### src/rtl/k051937_pkg.sv
// Shared types and constants for the sprite line-buffer sequencer.
package k051937_pkg;

    localparam int WR_CYCLES_DEF   = 4;
    localparam int ROM_TIMEOUT_DEF = 15;
    localparam int LB_ADDR_W       = 8;

    typedef enum logic [2:0] {
        ST_IDLE,
        ST_WAIT_JOB,
        ST_FETCH,
        ST_WRITE,
        ST_DONE
    } lb_state_t;

endpackage

### src/rtl/lb_wr_addr_gen.sv
// Render-side write address generator: loads the sprite pair address,
// steps it (wrapping mod 256) and flags the final write cycle of a job.
module lb_wr_addr_gen
    import k051937_pkg::*;
#(
    parameter int WR_CYCLES = WR_CYCLES_DEF
) (
    input  logic                 clk,
    input  logic                 rst_n,
    input  logic                 load,
    input  logic [LB_ADDR_W-1:0] base,
    input  logic                 step,
    output logic [LB_ADDR_W-1:0] addr,
    output logic                 last
);

    localparam int CNT_W = (WR_CYCLES > 1) ? $clog2(WR_CYCLES) : 1;

    logic [CNT_W-1:0] cnt;

    // Load the job base address, then advance address and write count together.
    always_ff @(posedge clk or negedge rst_n) begin
        if (!rst_n) begin
            addr <= '0;
            cnt  <= '0;
        end else if (load) begin
            addr <= base;
            cnt  <= '0;
        end else if (step) begin
            addr <= addr + LB_ADDR_W'(1);
            cnt  <= cnt + CNT_W'(1);
        end
    end

    assign last = (cnt == CNT_W'(WR_CYCLES - 1));

endmodule

### src/rtl/k051937_lb_sched.sv
// Sprite line-buffer sequencer: accepts 8-pixel render jobs, fetches the
// GFX ROM row, steps the write address and swaps buffers on each line.
module k051937_lb_sched
    import k051937_pkg::*;
#(
    parameter int WR_CYCLES   = WR_CYCLES_DEF,
    parameter int ROM_TIMEOUT = ROM_TIMEOUT_DEF
) (
    input  logic       clk_12M,
    input  logic       nRES,
    input  logic       new_line,
    input  logic       job_valid,
    input  logic [8:0] job_x,
    input  logic [7:0] job_pal,
    input  logic       job_hflip,
    input  logic       job_last,
    output logic       job_ready,
    output logic       rom_req,
    input  logic       rom_ack,
    output logic       wr_en,
    output logic [7:0] wr_addr,
    output logic       wr_phase,
    output logic [7:0] wr_pal,
    output logic       wr_hflip,
    output logic       pair,
    output logic       busy,
    output logic       overrun,
    output logic       rom_err
);

    lb_state_t state, state_next;

    logic [7:0] job_base;
    logic       last_q;
    logic       nl_q;
    logic [7:0] tmo_cnt;
    logic       accept;
    logic       tmo_hit;
    logic       addr_load;
    logic       addr_step;
    logic       wr_last;

    // State register.
    always_ff @(posedge clk_12M or negedge nRES) begin
        if (!nRES) begin
            state <= ST_IDLE;
        end else begin
            state <= state_next;
        end
    end

    // Next-state logic and outputs decoded from registered state; a line
    // boundary overrides everything else happening in the same cycle.
    always_comb begin
        state_next = state;
        accept     = 1'b0;
        tmo_hit    = 1'b0;
        addr_load  = 1'b0;
        addr_step  = 1'b0;
        job_ready  = (state == ST_WAIT_JOB) && !nl_q;
        rom_req    = (state == ST_FETCH);
        wr_en      = (state == ST_WRITE);
        busy       = (state != ST_IDLE) && (state != ST_DONE);
        if (new_line) begin
            state_next = ST_WAIT_JOB;
        end else begin
            case (state)
                ST_WAIT_JOB: begin
                    if (job_valid && job_ready) begin
                        accept     = 1'b1;
                        state_next = ST_FETCH;
                    end
                end
                ST_FETCH: begin
                    if (rom_ack) begin
                        addr_load  = 1'b1;
                        state_next = ST_WRITE;
                    end else if (tmo_cnt == 8'(ROM_TIMEOUT - 1)) begin
                        tmo_hit    = 1'b1;
                        state_next = last_q ? ST_DONE : ST_WAIT_JOB;
                    end
                end
                ST_WRITE: begin
                    if (wr_last) begin
                        state_next = last_q ? ST_DONE : ST_WAIT_JOB;
                    end else begin
                        addr_step = 1'b1;
                    end
                end
                default: ;
            endcase
        end
    end

    // Line-boundary bookkeeping: buffer swap, overrun capture, error pulse.
    always_ff @(posedge clk_12M or negedge nRES) begin
        if (!nRES) begin
            pair    <= 1'b0;
            overrun <= 1'b0;
            nl_q    <= 1'b0;
            rom_err <= 1'b0;
        end else begin
            nl_q    <= new_line;
            rom_err <= tmo_hit;
            if (new_line) begin
                pair    <= ~pair;
                overrun <= (state == ST_FETCH) || (state == ST_WRITE) ||
                           ((state == ST_WAIT_JOB) && !last_q);
            end
        end
    end

    // Job field latches, held from acceptance until the next accepted job.
    always_ff @(posedge clk_12M or negedge nRES) begin
        if (!nRES) begin
            job_base <= '0;
            wr_phase <= 1'b0;
            wr_pal   <= '0;
            wr_hflip <= 1'b0;
            last_q   <= 1'b0;
        end else if (new_line) begin
            last_q <= 1'b0;
        end else if (accept) begin
            job_base <= job_x[8:1];
            wr_phase <= job_x[0];
            wr_pal   <= job_pal;
            wr_hflip <= job_hflip;
            last_q   <= job_last;
        end
    end

    // ROM wait counter, restarted whenever a job enters FETCH.
    always_ff @(posedge clk_12M or negedge nRES) begin
        if (!nRES) begin
            tmo_cnt <= '0;
        end else if (accept) begin
            tmo_cnt <= '0;
        end else if (state == ST_FETCH) begin
            tmo_cnt <= tmo_cnt + 8'd1;
        end
    end

    lb_wr_addr_gen #(
        .WR_CYCLES(WR_CYCLES)
    ) u_addr_gen (
        .clk   (clk_12M),
        .rst_n (nRES),
        .load  (addr_load),
        .base  (job_base),
        .step  (addr_step),
        .addr  (wr_addr),
        .last  (wr_last)
    );

endmodule
### config.mk
export PLATFORM = sky130hd
export DESIGN_NAME = k051937_lb_sched
export DESIGN_NICKNAME = d
export VERILOG_FILES = /design/src/rtl/k051937_pkg.sv /design/src/rtl/lb_wr_addr_gen.sv /design/src/rtl/k051937_lb_sched.sv
export SDC_FILE = /design/constraint.sdc
export NUM_CORES = 1
export LEC_CHECK = 0
export CORE_MARGIN = 8
export CORE_UTILIZATION = 33
export CTS_BUF_LIST = sky130_fd_sc_hd__clkbuf_4
export DETAILED_ROUTE_END_ITERATION = 12
export PLACE_DENSITY = 0.61
export SETUP_SLACK_MARGIN = 0.5
export SYNTH_ARGS = -nofsm -noshare
export SYNTH_HDL_FRONTEND = slang
export SYNTH_HIERARCHICAL = 1
export SYNTH_SLANG_ARGS = --single-unit
### constraint.sdc
create_clock -name clk_12M -period 5 [get_ports clk_12M]
set_input_delay 0.5 -clock clk_12M [delete_from_list [all_inputs] [get_ports clk_12M]]
set_output_delay 0.5 -clock clk_12M [all_outputs]
set_load 0.1 [all_outputs]
==> impl_metrics.csv <==
group,metric,value,unit
critical_path,cp_slowest_cell,"clkdlybuf4s50_1",
place,place.gp.congestion,0.811,
clocking,root_buffer,"clkbuf_4",
sta,fmax,313,MHz
yosys,synth_top_cell_by_area,"dfrtp_1",
global_route,first_global_vias,1455,
die,io_pins,49,
yosys,ys.flop_type,"dfrtp_1",
sta,tightest_slew,1.05,ns
drt,wire_per_inst,13.8,um
yosys,synth_cell_type_count,40,
sta,fin_crit_sh,63.8,%
cells_and_area,drive_above_1_share,15.0,%
critical_path,cp_max_fo,11,
clocking,path_clk_slew,0.13,ns
yosys,netlist_instances,184,
critical_path,crit_chain,"or3b_1 -> clkinv_1 -> clkdlybuf4s50_1",
drt,vias,1477,
yosys,ys_ff_latch,44,
drt,wirelength,4270,um
die,num_rows,29,
drt,drt-initial-drc-count,65,
clocking,clockBufferDepth,2,
die,core-area,6240,sq um
critical_path,worstRegToRegCells,4,
critical_path,r2r_setup_slack,2.68,ns
drt,route.detailed.drc,0,
clocking,clk_latency,0.34,ns
cells_and_area,seq_area,1100,sq um
yosys,postSynthAreaPerCell,11.4,sq um
critical_path,r2r_start,"state[0]",
flow_run,drv.max_cap_violation_count,0,
yosys,synth.top_cell.area_share,52.7,%
sta,finalCriticalPeriod,3.19,ns
yosys,synthTopCellsByArea,"dfrtp_1 (53%), mux2_2 (9.7%), nand2_1 (3.4%), xor2_1 (3.4%), nand4_1 (2.7%)",
global_route,grtUsageTotal,9.46,%
cells_and_area,multi_input_area,920,sq um
clocking,holdBufCountCts,0,
yosys,syn_nets,212,
place,placed_cell_area,2620,sq um
clocking,cts_setup_buffers,0,
yosys,syn-cell-area,2090,sq um
cells_and_area,syn2layout_area_growth,28.0,%
status,status,"finished, final reports clean",
place,hpwl,3080,um
global_route,grt-ovfl-total,0,
hold_path,hp-class,"in2async",
die,die_w,95.6,um
critical_path,cp-start-kind,"flop",
critical_path,critPathRequiredTime,4.50,ns
yosys,synth_async_sr_flop_share,100,%
critical_path,cpPeakStageDelay,1.16,ns
sta,rsz0062_at_grt,"no",
sta,whs,0.290,ns
sta,fin_tns_setup,0,ns
cells_and_area,fillerInstances,611,
yosys,yosys_warnings,6,
global_route,grt_max_degree,45,
critical_path,crit_path_end_kind,"primary output",
sta,hold_viol,0,
global_route,grt_pass1_wl,6770,um
cells_and_area,n_antenna_cell,0,
drt,ant_nets,0,
global_route,antenna_found_initial,0,
yosys,synth_edf_count,0,
yosys,synth_most_common_cell,"dfrtp_1",
place,portBuffers,48,
critical_path,worstReg2RegEnd,"u_addr_gen/addr[7]",
drt,firstDrtPassIters,4,
clocking,cts_inserted_buffers,5,
place,dp_slack,2.20,ns
die,dieArea,9130,sq um
cells_and_area,postLayoutCellArea,2670,sq um
sta,timing.final.ws_setup,1.81,ns
clocking,cts_tree,"built",
drt,viasPerCell,4.76,
critical_path,crit_arrival,2.69,ns
clocking,cts_sinks,44,
clocking,htree_levels,2,
sta,fin_skew,0.0166,ns
sta,finalSetupViolCount,0,
yosys,ys_seq_area_share,52.7,%
sta,slew_headroom,29.7,%
die,start_util,33.5,%
clocking,cts-resized-gates,0,
yosys,synth_common_cells,"dfrtp_1 (44), nand2_1 (19), mux2_2 (18)",
cells_and_area,nets,260,
critical_path,critPathKind,"reg2out",
sta,drv_slew,0,
die,die_h,95.6,um
## routing by layer
layer  vias up  routed length (um)  GRT usage, %
li1        739                   -             -
met1       699                1940          11.3
met5         -                   0             0
met3         4                 313          4.25
met2        35                1980          14.9
met4         0                  34          2.94
## worst max-delay path by stage
stage / end / cells past startpoint / start
finish: rom_req / 3 / state[0]
detailed placement: rom_req / 3 / state[1]
global placement: rom_req / 3 / state[0]
CTS: rom_req / 3 / state[0]
floorplan: wr_pal[0] / 5 / state[2]
global route: rom_req / 3 / state[0]
## stage by stage
step	instances	utilization (%)
2_1_floorplan	184	-
3_3_place_gp	302	42.0
3_5_place_dp	302	42.0
4_1_cts	310	42.8
5_1_grt	310	42.8
6_report	310	42.8
## cells by family after synthesis
logic type	after synthesis	share of synthesized area, %
AND/OR/NAND/NOR	68	18.4
flip-flops	44	52.7
multiplexers	23	12.4
AO/OA/AOI/OAI	19	5.57
buffers and inverters	14	3.53
XOR/XNOR	12	5.03
adder cells (fa/ha/maj)	4	2.40
## area by class of cell
type / count / area share, %
clock inverters: 3 / 0.515
well taps: 77 / 3.60
flip-flops and latches: 44 / 41.2
inverters: 6 / 0.842
multi-input cells: 126 / 34.4
repair buffers: 49 / 18.1
clock buffers: 5 / 1.40
## critical path: cells and delay by family (launching register included)
family	cells	cell delay (ns)
buf+inv	2	1.35
flops	1	0.49
simple gates	1	0.50
## state kept, by name (all words and copies together), names as in the netlist
name / cells
wr_pal: 8
state: 3
job_base: 8
wr_hflip: 1
pair: 1
u_addr_gen/cnt: 2
last_q: 1
nl_q: 1
rom_err: 1
wr_phase: 1
tmo_cnt: 8
u_addr_gen/addr: 8
overrun: 1
## cell usage in the layout, fill, tap and decap left out, types with 2 or more instances in the layout
cell type and n:
clkbuf_4 5, nand2_1 19, a21oi_1 6, xnor2_1 4, clkinv_2 2, mux2_2 18
clkinv_1 2, nor2_1 13, nor2b_1 3, inv_1 5, clkdlybuf4s50_1 47, or4_1 3
o21ai_0 9, xor2_1 8, ha_1 4, dfrtp_1 44, mux2i_1 3, nand2b_1 2
nand3_1 6, nand4_1 9
Power is left out: the tool's default activity adds up to more than one toggle a clock period on the data nets, which glitch-free logic cannot reach.
